## src/rtl/nasti_lite_pkg.sv

```systemverilog
// Shared NASTI-lite definitions: response codes used by lite endpoints.
package nasti_lite_pkg;

    localparam logic [1:0] RESP_OKAY   = 2'b00;
    localparam logic [1:0] RESP_EXOKAY = 2'b01;
    localparam logic [1:0] RESP_SLVERR = 2'b10;
    localparam logic [1:0] RESP_DECERR = 2'b11;

endpackage

```

## src/rtl/nasti_lite_resp_fifo.sv

```systemverilog
// Generic circular response FIFO; head is visible whenever empty is low.
module nasti_lite_resp_fifo #(
    parameter int WIDTH = 8,
    parameter int DEPTH = 2
) (
    input  logic             clk,
    input  logic             rstn,
    input  logic             push,
    input  logic [WIDTH-1:0] push_data,
    input  logic             pop,
    output logic             full,
    output logic             empty,
    output logic [WIDTH-1:0] head
);

    localparam int PW = (DEPTH > 1) ? $clog2(DEPTH) : 1;
    localparam int CW = $clog2(DEPTH + 1);

    logic [WIDTH-1:0] mem [DEPTH];
    logic [PW-1:0]    rd_ptr, wr_ptr;
    logic [CW-1:0]    count;
    logic             do_push, do_pop;

    function automatic logic [PW-1:0] next_ptr(input logic [PW-1:0] p);
        return (p == PW'(DEPTH - 1)) ? '0 : p + 1'b1;
    endfunction

    assign do_push = push && !full;
    assign do_pop  = pop && !empty;
    assign full    = (count == CW'(DEPTH));
    assign empty   = (count == '0);
    assign head    = mem[rd_ptr];

    always_ff @(posedge clk or negedge rstn) begin
        if (!rstn) begin
            for (int i = 0; i < DEPTH; i++) mem[i] <= '0;
            rd_ptr <= '0;
            wr_ptr <= '0;
            count  <= '0;
        end else begin
            if (do_push) begin
                mem[wr_ptr] <= push_data;
                wr_ptr      <= next_ptr(wr_ptr);
            end
            if (do_pop) rd_ptr <= next_ptr(rd_ptr);
            case ({do_push, do_pop})
                2'b10:   count <= count + 1'b1;
                2'b01:   count <= count - 1'b1;
                default: count <= count;
            endcase
        end
    end

endmodule

```

## src/rtl/nasti_lite_mem_writer.sv

```systemverilog
// NASTI-lite write endpoint: pairs AW/W, strobes a word-addressed memory port,
// and queues one B response per write.
module nasti_lite_mem_writer
    import nasti_lite_pkg::*;
#(
    parameter int                    ID_WIDTH   = 1,
    parameter int                    ADDR_WIDTH = 8,
    parameter int                    DATA_WIDTH = 32,
    parameter int                    USER_WIDTH = 1,
    parameter logic [ADDR_WIDTH-1:0] BASE_ADDR  = '0,
    parameter int                    MEM_WORDS  = 64,
    parameter int                    B_DEPTH    = 2
) (
    input  logic                         clk,
    input  logic                         rstn,
    input  logic [ID_WIDTH-1:0]          lite_aw_id,
    input  logic [ADDR_WIDTH-1:0]        lite_aw_addr,
    input  logic [2:0]                   lite_aw_prot,
    input  logic [3:0]                   lite_aw_qos,
    input  logic [3:0]                   lite_aw_region,
    input  logic [USER_WIDTH-1:0]        lite_aw_user,
    input  logic                         lite_aw_valid,
    output logic                         lite_aw_ready,
    input  logic [DATA_WIDTH-1:0]        lite_w_data,
    input  logic [DATA_WIDTH/8-1:0]      lite_w_strb,
    input  logic [USER_WIDTH-1:0]        lite_w_user,
    input  logic                         lite_w_valid,
    output logic                         lite_w_ready,
    output logic [ID_WIDTH-1:0]          lite_b_id,
    output logic [1:0]                   lite_b_resp,
    output logic [USER_WIDTH-1:0]        lite_b_user,
    output logic                         lite_b_valid,
    input  logic                         lite_b_ready,
    output logic                         mem_we,
    output logic [$clog2(MEM_WORDS)-1:0] mem_addr,
    output logic [DATA_WIDTH-1:0]        mem_wdata,
    output logic [DATA_WIDTH/8-1:0]      mem_wstrb
);

    localparam int STRB_W = DATA_WIDTH / 8;
    localparam int LB     = $clog2(STRB_W);
    localparam int MA_W   = $clog2(MEM_WORDS);
    localparam int CMP_W  = ADDR_WIDTH + 32;

    if (DATA_WIDTH != 32 && DATA_WIDTH != 64) begin : g_bad_dw
        $fatal(1, "nasti_lite_mem_writer: DATA_WIDTH must be 32 or 64");
    end
    if (USER_WIDTH < 1 || ID_WIDTH < 1) begin : g_bad_uw
        $fatal(1, "nasti_lite_mem_writer: USER_WIDTH and ID_WIDTH must be > 0");
    end
    if ((int'(BASE_ADDR) % STRB_W) != 0) begin : g_bad_base
        $fatal(1, "nasti_lite_mem_writer: BASE_ADDR must be word aligned");
    end
    if (MEM_WORDS < 2 || B_DEPTH < 1) begin : g_bad_size
        $fatal(1, "nasti_lite_mem_writer: MEM_WORDS >= 2 and B_DEPTH >= 1 required");
    end

    typedef struct packed {
        logic [ID_WIDTH-1:0]   id;
        logic [1:0]            resp;
        logic [USER_WIDTH-1:0] user;
    } b_entry_t;

    logic [ID_WIDTH-1:0]   aw_id;
    logic [ADDR_WIDTH-1:0] aw_addr;
    logic [USER_WIDTH-1:0] aw_user;
    logic                  aw_held;
    logic [DATA_WIDTH-1:0] w_data;
    logic [STRB_W-1:0]     w_strb;
    logic                  w_held;

    logic                  aw_hs, w_hs, commit, b_full, b_empty;
    logic [ADDR_WIDTH:0]   off;
    logic [ADDR_WIDTH-1:0] word;
    logic                  in_range, aligned;
    logic [1:0]            resp;
    b_entry_t              b_push, b_head;

    assign commit        = aw_held && w_held && !b_full;
    assign lite_aw_ready = !aw_held || commit;
    assign lite_w_ready  = !w_held || commit;
    assign aw_hs         = lite_aw_valid && lite_aw_ready;
    assign w_hs          = lite_w_valid && lite_w_ready;

    // Address reset to the window base so the idle memory port shows word 0.
    always_ff @(posedge clk or negedge rstn) begin
        if (!rstn) begin
            aw_held <= 1'b0;
            aw_id   <= '0;
            aw_addr <= BASE_ADDR;
            aw_user <= '0;
            w_held  <= 1'b0;
            w_data  <= '0;
            w_strb  <= '0;
        end else begin
            if (aw_hs) begin
                aw_held <= 1'b1;
                aw_id   <= lite_aw_id;
                aw_addr <= lite_aw_addr;
                aw_user <= lite_aw_user;
            end else if (commit) begin
                aw_held <= 1'b0;
            end
            if (w_hs) begin
                w_held <= 1'b1;
                w_data <= lite_w_data;
                w_strb <= lite_w_strb;
            end else if (commit) begin
                w_held <= 1'b0;
            end
        end
    end

    // Extra top bit of off flags addresses below the window base.
    assign off      = {1'b0, aw_addr} - {1'b0, BASE_ADDR};
    assign word     = off[ADDR_WIDTH-1:0] >> LB;
    assign in_range = !off[ADDR_WIDTH] && ({32'd0, word} < CMP_W'(MEM_WORDS));
    assign aligned  = (aw_addr[LB-1:0] == '0);

    always_comb begin
        resp = RESP_OKAY;
        if (!in_range)     resp = RESP_DECERR;
        else if (!aligned) resp = RESP_SLVERR;
    end

    assign mem_addr  = MA_W'(word);
    assign mem_wdata = w_data;
    assign mem_wstrb = w_strb;
    assign mem_we    = commit && (resp == RESP_OKAY) && (|w_strb);

    assign b_push = '{id: aw_id, resp: resp, user: aw_user};

    nasti_lite_resp_fifo #(
        .WIDTH ($bits(b_entry_t)),
        .DEPTH (B_DEPTH)
    ) u_resp_fifo (
        .clk       (clk),
        .rstn      (rstn),
        .push      (commit),
        .push_data (b_push),
        .pop       (lite_b_valid && lite_b_ready),
        .full      (b_full),
        .empty     (b_empty),
        .head      (b_head)
    );

    assign lite_b_valid = !b_empty;
    assign lite_b_id    = b_head.id;
    assign lite_b_resp  = b_head.resp;
    assign lite_b_user  = b_head.user;

    logic unused;
    assign unused = ^{lite_aw_prot, lite_aw_qos, lite_aw_region, lite_w_user};

endmodule

```

## config.mk

```make
export PLATFORM = sky130hd
export DESIGN_NAME = nasti_lite_mem_writer
export DESIGN_NICKNAME = d
export VERILOG_FILES = /design/src/rtl/nasti_lite_pkg.sv /design/src/rtl/nasti_lite_resp_fifo.sv /design/src/rtl/nasti_lite_mem_writer.sv
export SDC_FILE = /design/constraint.sdc
export NUM_CORES = 1
export LEC_CHECK = 0
export ABC_AREA = 1
export BUFFER_PORTS_ARGS = -buffer_cell sky130_fd_sc_hd__buf_4
export CORE_MARGIN = 2
export CORE_UTILIZATION = 40
export CTS_CLUSTER_SIZE = 12
export DETAILED_ROUTE_END_ITERATION = 12
export GPL_ROUTABILITY_DRIVEN = 0
export GPL_TIMING_DRIVEN = 0
export PLACE_DENSITY = 0.73
export SLEW_MARGIN = 40
export SYNTH_ARGS = -nofsm -noshare
export SYNTH_HDL_FRONTEND = slang
export SYNTH_HIERARCHICAL = 1
export SYNTH_SLANG_ARGS = --single-unit
export TNS_END_PERCENT = 20
```

## constraint.sdc

```tcl
create_clock -name clk -period 2 [get_ports clk]
set_input_delay 0.4 -clock clk [delete_from_list [all_inputs] [get_ports clk]]
set_output_delay 0.4 -clock clk [all_outputs]
set_load 0.05 [all_outputs]
```

* Yosys cells after proc, flatten, opt, wreduce, memory -nomap -nowiden
Index checks and enable logic that the tools add are counted.
** Word-level totals
- Bits of input ports :: 63
- Output and inout bits :: 50
- Logic and storage cells :: 62
- Register bits :: 60
** Cells by class
- Magnitude comparators :: 4
- Muxes and demuxes :: 14
- Reductions and logical operators :: 23
- Eq/ne operators :: 3
- Add/sub/neg operators :: 4
- Bitwise operators :: 2
** Operators with widths (number)
- 2-to-1 mux 4 bit :: 4
- logical AND 1 bit :: 10
- bitwise mux 8 bit :: 1
- < comparator 6 x 7 -> 1 bit, second input constant :: 1
- logical NOT 2 bit :: 3
- nonzero test 2 bit :: 3
- 2-to-1 mux 1 bit :: 5
- demux 4 bit (select 1 bit) :: 1
- equality test 2 bit, second input constant :: 2
- >= comparator 2 bit, second input constant :: 2
- logical NOT 1 bit :: 4
- 2-to-1 mux 2 bit :: 2
- NOT 1 -> 2 bit :: 2
- one-hot mux 2 bit (2 select lines) :: 1
- OR reduction 4 bit :: 1
- adder 1 bit, second input constant :: 2
- adder 2 x 1 -> 2 bit, second input constant :: 1
- equality test 2 x 1 -> 1 bit, second input constant :: 1
- logical OR 1 bit :: 2
- < comparator 2 x 1 -> 1 bit, second input constant :: 1
- subtractor 2 x 1 -> 2 bit, second input constant :: 1

* Logic depth before layout (Yosys ltp)
- Depth in word-level cells :: 6
- Mapped depth :: 13
- Depth with buffers taken out :: 12

* Cells and area by module
Netlist, hierarchy kept.
** By module, submodules not included
- nasti_lite_mem_writer :: area each 2008.2 um2, times used 1, cells an instance 226, sequential area each 1201.2 um2
- nasti_lite_resp_fifo :: area each 629.4 um2, times used 1, cells an instance 78, sequential area each 300.3 um2

* Least setup slack after synthesis
OpenSTA, ideal clock, no wires.
- Path kind :: register to output
- From :: reg u_resp_fifo.count[0]
- To :: out mem_we
- Cell stages (with the launch flop) :: 8
- Buffers on the path :: 1
- Data arrival time :: 1773 ps
- Slack :: -173 ps
- Required time :: 1600 ps
- Path through :: dfrtp_1 inv_2 nand2_4 buf_8 inv_1 nor3_1 nand2_1 nor2_1
** On the way
- Cells in the longest elaborated chain, start to end :: 5
** RTL lines
- start: declaration :: line nasti_lite_resp_fifo.sv:21 : logic [CW-1:0] count;
- start signal: assignment :: line nasti_lite_resp_fifo.sv:47 : 2'b10: count <= count + 1'b1;
- start signal: assignment :: line nasti_lite_resp_fifo.sv:48 : 2'b01: count <= count - 1'b1;
- start signal: assignment :: line nasti_lite_resp_fifo.sv:49 : default: count <= count;
- equality test 2 bit :: line nasti_lite_resp_fifo.sv:30 : assign full = (count == CW'(DEPTH));
- named net b_full :: line nasti_lite_mem_writer.sv:72 : logic aw_hs, w_hs, commit, b_full, b_empty;
- logical NOT 1 bit :: line nasti_lite_mem_writer.sv:79 : assign commit = aw_held && w_held && !b_full;
- logical AND 1 bit :: line nasti_lite_mem_writer.sv:79
- named net commit :: line nasti_lite_mem_writer.sv:72
- logical AND 1 bit (2 in a row) :: line nasti_lite_mem_writer.sv:129 : assign mem_we = commit && (resp == RESP_OKAY) && (|w_strb);
- end: declaration :: line nasti_lite_mem_writer.sv:34 : output logic mem_we,
The timed path passes the listed nets, and every way through them passes these cells.

* Worst setup path in the final report
- From :: reg u_resp_fifo.count[0]
- To :: out lite_aw_ready
** On the way
- Cells in the longest elaborated chain, start to end :: 4
** RTL lines
- equality test 2 bit :: line nasti_lite_resp_fifo.sv:30
- named net b_full :: line nasti_lite_mem_writer.sv:72
- logical NOT 1 bit :: line nasti_lite_mem_writer.sv:79
- logical AND 1 bit :: line nasti_lite_mem_writer.sv:79
- logical OR 1 bit :: line nasti_lite_mem_writer.sv:80 : assign lite_aw_ready = !aw_held || commit;
- end: declaration :: line nasti_lite_mem_writer.sv:23 : output logic lite_aw_ready,
The timed path passes the listed nets, and every way through them passes these cells.

==> summary.txt <==
Power and ir drop
  • Leakage: 2.07 nW
  • Peak supply drop: 1.03 mV
  • Pwr Density: 2070 nW/um2

Routing
  • Residual DRC: 0
  • Initial drt markers: 92
  • Pre-Repair DR Iteration Count: 4
  • Via density per instance: 4.63
  • Per-cell routed wire length: 12.2 um
  • DRT Wirelength: 6.09 mm
  • Via count: 2316
  • ANT nets after route: 0

Worst hold path
  • Worst hold path type: in -> async

Setup path
  • Crit path DAT: 1.51 ns
  • Critical Path Fanout Max: 10
  • Worst setup EP type: output pin
  • Data required, critical path: 1.60 ns
  • Worst setup path class: reg -> out
  • Critical Path Start Type: register

GRT
  • First-pass GRT wire length: 10.3 mm
  • Total Routing Usage GR: 0.178
  • GRT overflow: 0
  • Largest net degree at the start of global routing: 61
  • Initial antenna violation count: 0
  • Vias in the first global route: 2248

Timing
  • Fin. Hold Viols: 0
  • Slew Viols, Final: 0
  • Rel. slew slack: 0.639
  • Worst Skew: 0.00949 ns
  • Maximum operating frequency: 0.525 GHz
  • Period utilization: 0.953
  • Final min period: 1.91 ns
  • Worst-Margin Slew: 0.542 ns
  • Final setup viols: 0
  • Unrepaired setup endpoints after global routing: yes

Clock network
  • CTS Buffer Depth: 2
  • Clock root buffer: clkbuf_8
  • Clock transition at path regs: 0.06 ns
  • CTS sink cnt: 60
  • Hold-fix buffers, CTS: 0
  • H-tree level count: 3
  • Clock Latency Late Sink: 0.33 ns
  • CTS tree: built
  • TritonCTS Buffers: 9

Logic synthesis
  • Synthesized area: 2640 um2
  • EDFF count, synth: 0
  • Seq cells post-synth: 60
  • Register area share after synthesis: 0.569
  • Synth Flop Type: dfrtp_1
  • Synth top area cells: dfrtp_1, nand2_1, nand3_1
  • Ys async rst share: 1.00
  • Post-synthesis cell type count: 22
  • Post-synth top area cell: dfrtp_1
  • Top cells by count, synth: nand2_1, dfrtp_1, nand3_1
  • Yosys warns: 6
  • Most frequent cell after synthesis: nand2_1
  • Post-Synthesis Cells: 304
  • Synthesized area per cell: 8.68 um2
  • Synth top area share: 0.569

Layout
  • Fillers: 599
  • Fraction of layout cells with a size suffix above 1: 0.350
  • Nets: 483
  • FF/Latch Area: 1500 um2
  • Area grow syn2layout: 40.5%
  • Area occupied by multi-input gates: 955 um2
  • Final std cells w/o fill: 500
  • ANT cells: 0
  • Final core occ: 0.584

Floorplanning
  • I/O pin count: 113
  • Cell row count: 29
  • Initial Utilization: 0.415
  • Die Y: 85.2 um
  • Die W: 85.2 um
  • Die Footprint: 7260 um2
  • Core area: 6350 um2

Place
  • Placed Cells: 481
  • Port bufs: 99
  • HPWL after DPL: 4.41 mm

Flow run
  • Max-Cap Viols: 0

Outcome
  • Status: finished clean
## state kept, by name, summed over array words and instances (netlist names)
register and cells:
w_held 1, u_resp_fifo/count 2, mem_wstrb 4, aw_id 1, aw_addr 8, u_resp_fifo/wr_ptr 1
aw_user 1, aw_held 1, u_resp_fifo/mem 8, u_resp_fifo/rd_ptr 1, mem_wdata 32
## placed cells by master, fill, tap and decap left out
| master | netlist | layout |
|---|---|---|
| xnor2_1 | 1 | 1 |
| nand2_8 | 0 | 1 |
| dfrtp_2 | 0 | 1 |
| nor3_4 | 0 | 1 |
| clkinvlp_4 | 0 | 1 |
| inv_2 | 3 | 3 |
| ha_1 | 1 | 1 |
| buf_6 | 3 | 9 |
| conb_1 | 1 | 2 |
| nand4_1 | 9 | 9 |
| nand3_2 | 2 | 2 |
| nand2_1 | 134 | 134 |
| nor2_2 | 0 | 1 |
| clkinv_2 | 0 | 3 |
| buf_2 | 7 | 6 |
| nand2_4 | 2 | 1 |
| o21ai_2 | 1 | 1 |
| dfrtp_1 | 60 | 59 |
| clkbuf_8 | 0 | 9 |
| inv_1 | 11 | 10 |
| and2_0 | 1 | 1 |
| nand3_1 | 48 | 48 |
| nor2_1 | 5 | 4 |
| buf_4 | 8 | 107 |
| clkbuf_1 | 3 | 6 |
| o21ai_4 | 1 | 1 |
| nand2_2 | 1 | 1 |
## final timing paths
check	startpoint	endpoint	slack [ns]	depth (start not counted)
max	u_resp_fifo/count[0]	lite_aw_ready	0.09	6
min	rstn	u_resp_fifo/rd_ptr	0.04	1
max reg2reg	u_resp_fifo/count[0]	u_resp_fifo/count[1]	0.15	12
min reg2reg	mem_wdata[19]	mem_wdata[19]	0.47	2
max in group asynchronous	rstn	u_resp_fifo/count[1]	1.56	1
min in group clk	lite_w_data[0]	mem_wdata[0]	0.30	3
## cells by family after synthesis
| group | count (synthesis) | share of synthesized area |
|---|---|---|
| adders and majority gates | 1 | 0.00474 |
| other | 1 | 0.00142 |
| AOI/OAI and AO/OA | 2 | 0.00949 |
| and+or+nand+nor | 203 | 0.333 |
| buffers and inverters | 36 | 0.0787 |
| DFF | 60 | 0.569 |
| xor gates and xnor gates | 1 | 0.00332 |
## metal layers
metal / wire length, um / GRT usage
met5: 0 / 0
met4: 98 / 0.0779
met3: 347 / 0.0379
met2: 2890 / 0.276
met1: 2750 / 0.241
## power breakdown
| group | leakage, nW | internal, mW | switching, mW | total, mW |
|---|---|---|---|---|
| combinational | 1.26 | 1.50 | 3.12 | 4.62 |
| clock | 0.0800 | 0.437 | 0.434 | 0.871 |
| sequential | 0.735 | 1.81 | 0.384 | 2.19 |
| total | 2.07 | 3.75 | 3.94 | 7.69 |
## critical path, stage by stage, from the launching register on
cell and delay (ns):
dfrtp_1 0.38, inv_2 0.09, nand2_8 0.07, clkinvlp_4 0.14, o21ai_2 0.18, buf_6 0.16, buf_6 0.16
## through the flow
| step | total power, mW | setup TNS, ns | hold WS, ns | setup WS [ns] | instance area, um2 |
|---|---|---|---|---|---|
| finish | 7.69 | 0 | 0.0395 | 0.0941 | 3710 |
| global route | 8.19 | -0.0178 | 0.0751 | -0.0178 | 3710 |
| CTS | 7.75 | 0 | 0.169 | 0.0159 | 3690 |
| detailed placement | 6.70 | -0.226 | 0.459 | -0.167 | 3480 |
| global placement | 6.61 | -0.118 | 0.455 | -0.112 | 3480 |
| floorplan | 5.39 | 0 | 0.104 | 0.0309 | 2640 |
## layout make-up
| class | instances | share of cell area |
|---|---|---|
| Tap cell | 77 | 0.0260 |
| Timing Repair Buffer | 104 | 0.215 |
| Clock buffer | 12 | 0.0365 |
| Multi-Input combinational cell | 209 | 0.258 |
| Sequential cell | 60 | 0.405 |
| Inverter | 14 | 0.0152 |
| Clock inverter | 3 | 0.00405 |
| Buffer | 21 | 0.0405 |
## repair_timing
action                                  4_1_cts  5_1_grt
pin swaps                                     4        1
gates resized for setup                      10        1
setup buffers                                 4        1
gates cloned                                  0        0
endpoints found under the setup margin        5        2
Power figures use the tool's default switching activity.
